### src/rtl/sar_busca_12_pkg.sv
// sga_pkg: shared state encoding and default sizing for the SAR search controller
package sga_pkg;
  localparam int SGA_WIDTH  = 12;
  localparam int SGA_SETTLE = 1;
  localparam logic [2:0] OCIOSO = 3'd0;
  localparam logic [2:0] APLICA = 3'd1;
  localparam logic [2:0] ESPERA = 3'd2;
  localparam logic [2:0] DECIDE = 3'd3;
  localparam logic [2:0] FIM    = 3'd4;
  localparam logic [2:0] ERRO   = 3'd5;
endpackage

### src/rtl/sar_busca_12_if.sv
// sar_busca_12_if: start/status handshake plus comparator trial operand and flags
interface sar_busca_12_if #(parameter int WIDTH = 12);
  logic             iniciar;
  logic             alb;
  logic             agb;
  logic             aeb;
  logic [WIDTH-1:0] trial;
  logic [WIDTH-1:0] valor;
  logic             ocupado;
  logic             pronto;
  logic             erro;
  modport master (output iniciar, alb, agb, aeb, input trial, valor, ocupado, pronto, erro);
  modport slave  (input iniciar, alb, agb, aeb, output trial, valor, ocupado, pronto, erro);
endinterface

### src/rtl/sar_busca_12_contador_espera.sv
// contador_espera: loadable 4-bit down-counter with zero flag for comparator settling
module contador_espera (
  input  logic       clock,
  input  logic       reset_n,
  input  logic       load,
  input  logic       en,
  input  logic [3:0] value,
  output logic       zero
);
  logic [3:0] cnt;
  // load wins; otherwise count down and park at zero
  always_ff @(posedge clock or negedge reset_n)
    if (!reset_n) cnt <= '0;
    else if (load) cnt <= value;
    else if (en && cnt != 4'd0) cnt <= cnt - 4'd1;
  assign zero = cnt == 4'd0;
endmodule

### src/rtl/sar_busca_12.sv
// sar_busca_12: binary-search controller driving an external magnitude comparator
module sar_busca_12
  import sga_pkg::*;
#(
  parameter int WIDTH  = SGA_WIDTH,
  parameter int SETTLE = SGA_SETTLE
) (
  input logic clock,
  input logic reset_n,
  sar_busca_12_if.slave bus
);
  localparam logic [WIDTH-1:0] MSB  = {1'b1, {(WIDTH-1){1'b0}}};
  localparam logic [3:0]       LOAD = 4'(SETTLE - 1);
  logic [2:0]       state;
  logic [WIDTH-1:0] trial, valor, result, mask;
  logic             zero;
  logic             sane;
  assign sane = $onehot({bus.alb, bus.agb, bus.aeb});
  contador_espera u_espera (
    .clock  (clock),
    .reset_n(reset_n),
    .load   (state == APLICA),
    .en     (state == ESPERA),
    .value  (LOAD),
    .zero   (zero)
  );
  // search FSM: apply trial, let the comparator settle, then keep or drop the bit
  always_ff @(posedge clock or negedge reset_n)
    if (!reset_n) begin
      state  <= OCIOSO;
      trial  <= '0;
      valor  <= '0;
      result <= '0;
      mask   <= '0;
    end else
      case (state)
        OCIOSO, ERRO:
          if (bus.iniciar) begin
            result <= '0;
            mask   <= MSB;
            state  <= APLICA;
          end
        APLICA: begin
          trial <= result | mask;
          state <= ESPERA;
        end
        ESPERA: if (zero) state <= DECIDE;
        DECIDE:
          if (!sane) state <= ERRO;
          else if (bus.aeb) begin
            valor <= trial;
            state <= FIM;
          end else begin
            if (bus.agb) result <= trial;
            if (mask == WIDTH'(1)) begin
              valor <= bus.agb ? trial : result;
              state <= FIM;
            end else begin
              mask  <= mask >> 1;
              state <= APLICA;
            end
          end
        default: state <= OCIOSO;
      endcase
  assign bus.trial   = trial;
  assign bus.valor   = valor;
  assign bus.ocupado = state == APLICA || state == ESPERA || state == DECIDE;
  assign bus.pronto  = state == FIM;
  assign bus.erro    = state == ERRO;
endmodule
### src/flat_wrapper.sv
// flat-port wrapper written by rule: the top's interface ports become plain ports
module sar_busca_12_flat import sga_pkg::*;
#(
  parameter int WIDTH  = SGA_WIDTH,
  parameter int SETTLE = SGA_SETTLE
)
  (clock, reset_n, bus_iniciar, bus_alb, bus_agb, bus_aeb, bus_trial, bus_valor, bus_ocupado, bus_pronto, bus_erro);
  sar_busca_12_if #(.WIDTH(WIDTH)) bus_i ();
  input logic clock;
  input logic reset_n;
  input wire logic [$bits(bus_i.iniciar)-1:0] bus_iniciar;
  input wire logic [$bits(bus_i.alb)-1:0] bus_alb;
  input wire logic [$bits(bus_i.agb)-1:0] bus_agb;
  input wire logic [$bits(bus_i.aeb)-1:0] bus_aeb;
  output wire logic [$bits(bus_i.trial)-1:0] bus_trial;
  output wire logic [$bits(bus_i.valor)-1:0] bus_valor;
  output wire logic [$bits(bus_i.ocupado)-1:0] bus_ocupado;
  output wire logic [$bits(bus_i.pronto)-1:0] bus_pronto;
  output wire logic [$bits(bus_i.erro)-1:0] bus_erro;
  assign bus_i.iniciar = bus_iniciar;
  assign bus_i.alb = bus_alb;
  assign bus_i.agb = bus_agb;
  assign bus_i.aeb = bus_aeb;
  assign bus_trial = bus_i.trial;
  assign bus_valor = bus_i.valor;
  assign bus_ocupado = bus_i.ocupado;
  assign bus_pronto = bus_i.pronto;
  assign bus_erro = bus_i.erro;
  sar_busca_12 #(.WIDTH(WIDTH), .SETTLE(SETTLE)) u_core (.clock(clock), .reset_n(reset_n), .bus(bus_i));
endmodule
### config.mk
export PLATFORM = sky130hd
export DESIGN_NAME = sar_busca_12_flat
export DESIGN_NICKNAME = d
export VERILOG_FILES = /design/src/rtl/sar_busca_12_pkg.sv /design/src/rtl/sar_busca_12_if.sv /design/src/rtl/sar_busca_12_contador_espera.sv /design/src/rtl/sar_busca_12.sv /design/src/flat_wrapper.sv
export SDC_FILE = /design/constraint.sdc
export NUM_CORES = 1
export LEC_CHECK = 0
export CAP_MARGIN = 5
export CORE_MARGIN = 3
export CORE_UTILIZATION = 40
export CTS_BUF_LIST = sky130_fd_sc_hd__clkbuf_8 sky130_fd_sc_hd__clkbuf_16
export CTS_CLUSTER_SIZE = 12
export DETAILED_ROUTE_END_ITERATION = 6
export GPL_TIMING_DRIVEN = 1
export PLACE_DENSITY = 0.71
export SLEW_MARGIN = 5
export SYNTH_ARGS = -nofsm -noshare
export SYNTH_HDL_FRONTEND = slang
export SYNTH_HIERARCHICAL = 1
export SYNTH_SLANG_ARGS = --single-unit
export TNS_END_PERCENT = 10
### constraint.sdc
create_clock -name clock -period 2.4 [get_ports clock]
set_input_delay 0.48 -clock clock [delete_from_list [all_inputs] [get_ports clock]]
set_output_delay 0.48 -clock clock [all_outputs]
set_load 0.01 [all_outputs]
==> flow_summary.html, run 1 <==
<table>
<tr><th>Metric</th><th>Value</th></tr>
<tr><th colspan="2">Run status</th></tr>
<tr><td>Run status</td><td>complete, no violations</td></tr>
<tr><th colspan="2">STA</th></tr>
<tr><td>Worst Max-Slew Pin Slew</td><td>680.5 ps</td></tr>
<tr><td>Number of max-slew violations in the final report</td><td>0</td></tr>
<tr><td>Clock period minus final worst setup slack</td><td>2238 ps</td></tr>
<tr><td>Fmax</td><td>446.9 MHz</td></tr>
<tr><td>PnR worst setup slack</td><td>162.4 ps</td></tr>
<tr><td>Setup Skew</td><td>8.335 ps</td></tr>
<tr><td>Slew headroom</td><td>0.5463</td></tr>
<tr><td>RSZ-0062 raised after global routing</td><td>no</td></tr>
<tr><td>Final hold violation count</td><td>0</td></tr>
<tr><td>Final critical-path share of the clock period</td><td>0.9323</td></tr>
<tr><td>Setup total negative slack</td><td>0 ps</td></tr>
<tr><td>Final number of setup-violating endpoints</td><td>0</td></tr>
<tr><th colspan="2">Setup path</th></tr>
<tr><td>Critical Path Max Stage Delay</td><td>550 ps</td></tr>
<tr><td>Critical path launch point type</td><td>input pin</td></tr>
<tr><td>Worst-path fanout max</td><td>12</td></tr>
<tr><td>Endpoint kind of the worst setup timing path</td><td>flip-flop</td></tr>
<tr><td>Data required time of the critical path</td><td>2640 ps</td></tr>
<tr><td>Arrival time of the worst setup path</td><td>2480 ps</td></tr>
<tr><td>Cell with the largest stage delay on the worst path</td><td>fa_1</td></tr>
<tr><td>Type of the worst setup path</td><td>input pin to flip-flop</td></tr>
<tr><td>Most Frequent Cell on Critical Path</td><td>buf_4</td></tr>
<tr><td>Cell Chain, Critical Path</td><td>clkdlybuf4s50_1 -&gt; fa_1 -&gt; nand2b_1 -&gt; nand2b_2 -&gt; buf_4 -&gt; nor3b_2 -&gt; buf_4 -&gt; a22o_1</td></tr>
<tr><th colspan="2">Route</th></tr>
<tr><td>Count of nets left with antenna violations after detail routing</td><td>0</td></tr>
<tr><td>Initial DRT Pass Iterations</td><td>4</td></tr>
<tr><td>Number of design-rule violations left by the first detailed-router iteration</td><td>68</td></tr>
<tr><td>Vias post-DR</td><td>1778</td></tr>
<tr><td>Routed vias/inst</td><td>5.404</td></tr>
<tr><td>Routed wire length</td><td>5021 um</td></tr>
<tr><td>DR WL/cell</td><td>15.26 um</td></tr>
<tr><td>Total DRC errors in the routed layout</td><td>0</td></tr>
<tr><th colspan="2">Floorplan</th></tr>
<tr><td>Vertical extent of the die</td><td>86.41 um</td></tr>
<tr><td>Placeable core area</td><td>6096 um2</td></tr>
<tr><td>Horiz. Die Dim</td><td>86.41 um</td></tr>
<tr><td>IO Count</td><td>33</td></tr>
<tr><td>Die area</td><td>7467 um2</td></tr>
<tr><td>Placement Rows</td><td>28</td></tr>
<tr><td>Starting density of the core</td><td>0.4243</td></tr>
<tr><th colspan="2">Placement</th></tr>
<tr><td>Number of buffers inserted by port buffering</td><td>32</td></tr>
<tr><td>Worst slack at placement</td><td>-164.9 ps</td></tr>
<tr><td>Global placer's final weighted congestion</td><td>0.7332</td></tr>
<tr><td>Instance area after placement</td><td>3037 um2</td></tr>
<tr><td>HPWL after DPL</td><td>3377 um</td></tr>
<tr><th colspan="2">Yosys</th></tr>
<tr><td>Average cell area after synthesis</td><td>12.32 um2</td></tr>
<tr><td>Synth top area share</td><td>0.5322</td></tr>
<tr><td>Leading post-synthesis cells by cell area</td><td>dfrtp_1, a22o_1, mux2_2</td></tr>
<tr><td>Sequential element share of the synthesized area</td><td>0.5322</td></tr>
<tr><td>Ys flop type</td><td>dfrtp_1</td></tr>
<tr><td>Most area-hungry cell type in the Yosys netlist</td><td>dfrtp_1</td></tr>
<tr><td>Number of instances in the synthesized netlist</td><td>210</td></tr>
<tr><td>Register bit total from synthesis</td><td>55</td></tr>
<tr><td>Count of unique library cells instantiated by Yosys</td><td>47</td></tr>
<tr><td>Netlist area before placement</td><td>2586 um2</td></tr>
<tr><td>Yosys warns</td><td>6</td></tr>
<tr><td>Asr flop ratio synth</td><td>1.000</td></tr>
<tr><td>Number of enable-type register cells in the synthesized netlist</td><td>0</td></tr>
<tr><th colspan="2">Pwr</th></tr>
<tr><td>Largest vdd supply drop</td><td>555.4 uV</td></tr>
<tr><td>Net switching share of the total power</td><td>0.3626</td></tr>
<tr><td>Total power divided by cell area</td><td>1154 nW/um2</td></tr>
<tr><td>Combinational Power Share</td><td>0.433</td></tr>
<tr><td>Int Pwr</td><td>2300 uW</td></tr>
<tr><td>Cell leakage power</td><td>0.001376 uW</td></tr>
<tr><td>Clock network power share</td><td>0.139</td></tr>
<tr><td>Portion of total power attributed to sequential cells</td><td>0.428</td></tr>
<tr><td>Total net switching power</td><td>1308 uW</td></tr>
<tr><th colspan="2">Cells and area</th></tr>
<tr><td>Filler cells</td><td>558</td></tr>
<tr><td>Area growth from synthesis to layout</td><td>20.85%</td></tr>
<tr><td>Footprint of the multi-input gates</td><td>1130 um2</td></tr>
<tr><td>Area occupied by registers</td><td>1376 um2</td></tr>
<tr><td>Leading cell type in the layout, fill and taps excluded</td><td>dfrtp_1</td></tr>
<tr><td>Commonest non-fill, non-tap cells in the layout</td><td>dfrtp_1, clkdlybuf4s50_1, nor2_1</td></tr>
<tr><td>Share of post-route cells with drive strength above 1</td><td>0.2008</td></tr>
<tr><td>N_diodes</td><td>0</td></tr>
<tr><td>Final cell area excluding filler cells</td><td>3126 um2</td></tr>
<tr><td>Nets</td><td>261</td></tr>
<tr><th colspan="2">Clocking</th></tr>
<tr><td>Buffer levels on the longest clock path</td><td>2</td></tr>
<tr><td>CTS resizes</td><td>0</td></tr>
<tr><td>Root buffer cell</td><td>clkbuf_8</td></tr>
<tr><td>CTS tree</td><td>built</td></tr>
<tr><td>Clock buffer count from CTS</td><td>5</td></tr>
<tr><td>Number of hold buffers added after cts</td><td>0</td></tr>
<tr><td>H-Tree Depth</td><td>2</td></tr>
<tr><td>Clock edge transition at the registers on the reported setup and hold paths</td><td>100 ps</td></tr>
<tr><td>Clock insertion delay at the later pin of the skew report</td><td>300 ps</td></tr>
<tr><td>Post-CTS setup buffers</td><td>0</td></tr>
<tr><td>Clk sink count</td><td>55</td></tr>
<tr><th colspan="2">Min path</th></tr>
<tr><td>Min-Delay Path Class</td><td>input pin to async pin</td></tr>
<tr><th colspan="2">Job</th></tr>
<tr><td>Max-cap violation count</td><td>0</td></tr>
<tr><th colspan="2">Global routing</th></tr>
<tr><td>GRT overflow</td><td>0</td></tr>
<tr><td>Largest net degree at the start of global routing</td><td>56</td></tr>
<tr><td>First-pass GRT wire length</td><td>8852 um</td></tr>
<tr><td>Global router's overall resource usage</td><td>0.1479</td></tr>
<tr><td>Antenna violations before repair</td><td>0</td></tr>
<tr><td>Vias in the first global route</td><td>1779</td></tr>
</table>
[synthesized netlist by cell type, types with 2 or more instances]
master and instances:
dfrtp_1 55, nand2_1 3, o21ai_0 3, inv_1 5
nor3_1 2, nand2b_1 2, a21oi_1 13, nand3b_1 3
nor4_4 2, nor4b_2 2, mux2_1 10, nor3b_2 3
o211ai_1 2, a22o_1 22, clkbuf_1 2, buf_6 3
mux2_2 14, buf_4 3, nor2_1 29, a21boi_0 2
o21ai_2 2, buf_2 3
[routing by layer]
| layer | global-route usage | wire length, um | vias to the layer above |
|---|---|---|---|
| li1 | - | - | 852 |
| met1 | 0.2179 | 2470 | 888 |
| met2 | 0.2281 | 2349 | 33 |
| met3 | 0.02662 | 167 | 5 |
| met4 | 0.03399 | 33 | 0 |
| met5 | 0 | 0 | - |
[registers in the layout (all words and copies together) (netlist names)]
signal               count
u_core/result           12
u_core/state             3
u_core/mask             12
u_core/u_espera/cnt      4
u_core/bus.valor        12
u_core/bus.trial        12
[cells by family (layout without fill, tap and decap cells)]
logic type / Yosys count / count (layout) / share of synthesized area
AND/OR/NAND/NOR: 58 / 58 / 0.1548
AO/OA/AOI/OAI: 53 / 53 / 0.1529
adder cells (fa/ha/maj): 2 / 2 / 0.01258
flip-flops: 55 / 55 / 0.5322
other: 1 / 4 / 0.001450
buffers and inverters: 16 / 57 / 0.03773
multiplexers: 25 / 25 / 0.1084
[power by group through the flow]
| stage | registers [uW] | logic (uW) | clock network, uW |
|---|---|---|---|
| 2_1_floorplan | 1570 | 876 | 0 |
| 3_3_place_gp | 1550 | 1530 | 0 |
| 3_5_place_dp | 1560 | 1570 | 0 |
| 4_1_cts | 1550 | 1580 | 526 |
| 5_1_grt | 1610 | 1720 | 568 |
| 6_report | 1540 | 1560 | 502 |
[worst paths after layout]
kind | startpoint | endpoint | slack (ps) | cells past startpoint
worst max-delay path | bus_alb | u_core/result[5] | 160 | 8
worst min-delay path | reset_n | u_core/u_espera/cnt[3] | 290 | 2
worst max register to register | u_core/state[1] | u_core/result[5] | 530 | 6
worst min register to register | u_core/bus.valor[1] | u_core/bus.valor[1] | 490 | 1
max in group asynchronous | reset_n | u_core/u_espera/cnt[0] | 1660 | 2
min in group clock | u_core/bus.valor[1] | u_core/bus.valor[1] | 490 | 1
[layout make-up]
type | count | share of cell area
clock inverters | 3 | 0.006405
repair buffers | 44 | 0.1337
well taps | 75 | 0.03002
inverters | 5 | 0.006005
flip-flops and latches | 55 | 0.4404
multi-input cells | 142 | 0.3615
clock buffers | 5 | 0.02202
[worst max-delay path: cells and delay by family]
kind,cells,cell delay [ps]
compound gates,1,170
fa+ha+maj,1,550
simple gates,3,450
buf+inv,3,820
[through the flow]
| step | total power [uW] | hold slack [ps] | std cells | utilization |
|---|---|---|---|---|
| after floorplan | 2442 | 184.4 | 213 | - |
| after global placement | 3077 | 467.5 | 321 | 0.4982 |
| after detailed placement | 3131 | 473.8 | 321 | 0.4982 |
| after CTS | 3652 | 319.4 | 329 | 0.5127 |
| after global routing | 3900 | 357.2 | 329 | 0.5127 |
| final | 3608 | 289.3 | 329 | 0.5127 |
Power figures use the tool's default switching activity.
==> run 2, diff against run 1 <==
--- a/config.mk
+++ b/config.mk
@@ -8,11 +8,10 @@
 export CAP_MARGIN = 5
 export CORE_MARGIN = 3
 export CORE_UTILIZATION = 40
-export CTS_BUF_LIST = sky130_fd_sc_hd__clkbuf_8 sky130_fd_sc_hd__clkbuf_16
+export CTS_BUF_LIST = sky130_fd_sc_hd__clkbuf_2 sky130_fd_sc_hd__clkbuf_4 sky130_fd_sc_hd__clkbuf_8
 export CTS_CLUSTER_SIZE = 12
 export DETAILED_ROUTE_END_ITERATION = 6
 export GPL_TIMING_DRIVEN = 1
-export PLACE_DENSITY = 0.71
 export SLEW_MARGIN = 5
 export SYNTH_ARGS = -nofsm -noshare
 export SYNTH_HDL_FRONTEND = slang
==> run 2 against run 1 <==
  * Die area unchanged
  * Non-clock buffer count increased by 1
  * Cell area increased by 0.80%
  * Sequential power about the same
  * Utilization increased by 0.41 points
  * Cell count increased by 0.30%
  * Via count decreased by 1.4%
  * Clock skew increased by 3.7 ps
  * Clock-buffer cell count unchanged
  * Fmax increased by 3.2%
  * Global-route usage decreased by 0.24 points
  * Critical path type unchanged
==> flow_summary.html, run 2 (synthesis gave the netlist of run 1 again) <==
<table>
<tr><th>Metric</th><th>Value</th></tr>
<tr><th colspan="2">Run status</th></tr>
<tr><td>Run status</td><td>complete, no violations</td></tr>
<tr><th colspan="2">Job</th></tr>
<tr><td>Max-cap violation count</td><td>0</td></tr>
<tr><th colspan="2">Global routing</th></tr>
<tr><td>Largest net degree at the start of global routing</td><td>35</td></tr>
<tr><td>Antenna violations before repair</td><td>0</td></tr>
<tr><td>Global router's overall resource usage</td><td>0.1455</td></tr>
<tr><td>Vias in the first global route</td><td>1759</td></tr>
<tr><td>First-pass GRT wire length</td><td>8535 um</td></tr>
<tr><td>GRT overflow</td><td>0</td></tr>
<tr><th colspan="2">Route</th></tr>
<tr><td>Vias post-DR</td><td>1753</td></tr>
<tr><td>Count of nets left with antenna violations after detail routing</td><td>0</td></tr>
<tr><td>Initial DRT Pass Iterations</td><td>4</td></tr>
<tr><td>DR WL/cell</td><td>14.53 um</td></tr>
<tr><td>Number of design-rule violations left by the first detailed-router iteration</td><td>70</td></tr>
<tr><td>Routed wire length</td><td>4794 um</td></tr>
<tr><td>Total DRC errors in the routed layout</td><td>0</td></tr>
<tr><td>Routed vias/inst</td><td>5.312</td></tr>
<tr><th colspan="2">Clocking</th></tr>
<tr><td>Post-CTS setup buffers</td><td>0</td></tr>
<tr><td>Root buffer cell</td><td>clkbuf_8</td></tr>
<tr><td>Clock insertion delay at the later pin of the skew report</td><td>310 ps</td></tr>
<tr><td>CTS tree</td><td>built</td></tr>
<tr><td>H-Tree Depth</td><td>2</td></tr>
<tr><td>Clock edge transition at the registers on the reported setup and hold paths</td><td>100 ps</td></tr>
<tr><td>Buffer levels on the longest clock path</td><td>2</td></tr>
<tr><td>CTS resizes</td><td>0</td></tr>
<tr><td>Clock buffer count from CTS</td><td>5</td></tr>
<tr><td>Clk sink count</td><td>55</td></tr>
<tr><td>Number of hold buffers added after cts</td><td>0</td></tr>
<tr><th colspan="2">Floorplan</th></tr>
<tr><td>Die area</td><td>7467 um2</td></tr>
<tr><td>Placeable core area</td><td>6096 um2</td></tr>
<tr><td>Horiz. Die Dim</td><td>86.41 um</td></tr>
<tr><td>Starting density of the core</td><td>0.4243</td></tr>
<tr><td>Vertical extent of the die</td><td>86.41 um</td></tr>
<tr><td>Placement Rows</td><td>28</td></tr>
<tr><td>IO Count</td><td>33</td></tr>
<tr><th colspan="2">Cells and area</th></tr>
<tr><td>Area growth from synthesis to layout</td><td>21.82%</td></tr>
<tr><td>Filler cells</td><td>545</td></tr>
<tr><td>Commonest non-fill, non-tap cells in the layout</td><td>dfrtp_1, clkdlybuf4s50_1, nor2_1</td></tr>
<tr><td>N_diodes</td><td>0</td></tr>
<tr><td>Nets</td><td>262</td></tr>
<tr><td>Count of placed standard cells in the final layout, fillers left out</td><td>330</td></tr>
<tr><td>Share of post-route cells with drive strength above 1</td><td>0.2039</td></tr>
<tr><td>Final standard cell utilization of the core</td><td>0.5168</td></tr>
<tr><td>Leading cell type in the layout, fill and taps excluded</td><td>dfrtp_1</td></tr>
<tr><th colspan="2">Pwr</th></tr>
<tr><td>Total power divided by cell area</td><td>1146 nW/um2</td></tr>
<tr><td>Int Pwr</td><td>2313 uW</td></tr>
<tr><td>Cell leakage power</td><td>0.001389 uW</td></tr>
<tr><td>Largest vdd supply drop</td><td>580.6 uV</td></tr>
<tr><td>Portion of total power attributed to sequential cells</td><td>0.425</td></tr>
<tr><td>Clock network power share</td><td>0.146</td></tr>
<tr><td>Total net switching power</td><td>1296 uW</td></tr>
<tr><td>Net switching share of the total power</td><td>0.3591</td></tr>
<tr><td>Combinational Power Share</td><td>0.430</td></tr>
<tr><th colspan="2">STA</th></tr>
<tr><td>PnR worst setup slack</td><td>231.6 ps</td></tr>
<tr><td>Setup total negative slack</td><td>0 ps</td></tr>
<tr><td>Clock period minus final worst setup slack</td><td>2168 ps</td></tr>
<tr><td>Final hold violation count</td><td>0</td></tr>
<tr><td>Setup Skew</td><td>12.04 ps</td></tr>
<tr><td>Fmax</td><td>461.2 MHz</td></tr>
<tr><td>Slew headroom</td><td>0.6387</td></tr>
<tr><td>RSZ-0062 raised after global routing</td><td>no</td></tr>
<tr><td>Final number of setup-violating endpoints</td><td>0</td></tr>
<tr><td>Worst Max-Slew Pin Slew</td><td>541.9 ps</td></tr>
<tr><td>Final critical-path share of the clock period</td><td>0.9035</td></tr>
<tr><td>Number of max-slew violations in the final report</td><td>0</td></tr>
<tr><th colspan="2">Setup path</th></tr>
<tr><td>Data required time of the critical path</td><td>2600 ps</td></tr>
<tr><td>Endpoint kind of the worst setup timing path</td><td>flip-flop</td></tr>
<tr><td>Type of the worst setup path</td><td>input pin to flip-flop</td></tr>
<tr><td>Critical path launch point type</td><td>input pin</td></tr>
<tr><td>Worst-path fanout max</td><td>6</td></tr>
<tr><td>Arrival time of the worst setup path</td><td>2370 ps</td></tr>
<tr><th colspan="2">Placement</th></tr>
<tr><td>HPWL after DPL</td><td>3355 um</td></tr>
<tr><td>Global placer's final weighted congestion</td><td>0.7274</td></tr>
<tr><td>Number of buffers inserted by port buffering</td><td>32</td></tr>
<tr><td>Placed cells</td><td>322</td></tr>
<tr><td>Worst slack at placement</td><td>-120.3 ps</td></tr>
<tr><th colspan="2">Min path</th></tr>
<tr><td>Min-Delay Path Class</td><td>input pin to async pin</td></tr>
</table>
-- run 2: changes by cell type in the layout (fill, tap and decap cells not counted) --
cell        change
buf_12          +1
clkinv_2        -1
clkinv_4        +2
clkinvlp_4      -1
-- run 2: layout make-up --
| cell class | instances | area [um2] | share of cell area |
|---|---|---|---|
| Sequential cell | 55 | 1376 | 0.4369 |
| Multi-Input combinational cell | 142 | 1130 | 0.3586 |
| Timing Repair Buffer | 45 | 437.9 | 0.1390 |
| Tap cell | 75 | 93.84 | 0.02979 |
| Clock buffer | 5 | 68.82 | 0.02184 |
| Clock inverter | 3 | 25.02 | 0.007943 |
| Inverter | 5 | 18.77 | 0.005957 |
-- run 2: power by group through the flow --
stage / combinational (uW) / sequential (uW) / clock [uW]
final: 1550 / 1530 / 525
after global routing: 1710 / 1600 / 586
after CTS: 1580 / 1540 / 549
after detailed placement: 1570 / 1550 / 0
after global placement: 1550 / 1550 / 0
after floorplan: 876 / 1570 / 0
-- run 2: final timing paths --
check | start | end | slack [ps] | cells past startpoint
setup reg to reg | u_core/state[1] | u_core/bus.valor[4] | 540 | 5
hold reg to reg | u_core/bus.valor[3] | u_core/bus.valor[3] | 500 | 1
min in group clock | u_core/bus.valor[3] | u_core/bus.valor[3] | 500 | 1
hold / removal | reset_n | u_core/bus.trial[0] | 140 | 1
max in group asynchronous | reset_n | u_core/bus.trial[4] | 1700 | 2
setup / recovery | bus_alb | u_core/result[10] | 230 | 8
-- run 2: worst max-delay path: stages --
cell	delay [ps]
clkdlybuf4s50_1	430
fa_1	550
nand2b_1	70
buf_4	140
o21ai_2	210
o21ai_1	130
buf_4	190
a22o_1	170
-- run 2: per-layer routing --
layer  GRT usage  vias to the layer above  share of wire
li1            -                      854              -
met1      0.2161                      861           0.51
met2      0.2100                       31           0.44
met3     0.02852                        7          0.030
met4     0.05524                        0          0.019
met5           0                        -              0
-- run 2: metrics by stage --
step	hold slack, ps	total power, uW	instance area, um2
2_1_floorplan	184.4	2442	2597
3_3_place_gp	469.4	3107	3057
3_5_place_dp	474.6	3121	3057
4_1_cts	148.0	3665	3151
5_1_grt	166.4	3893	3151
6_report	135.5	3609	3151
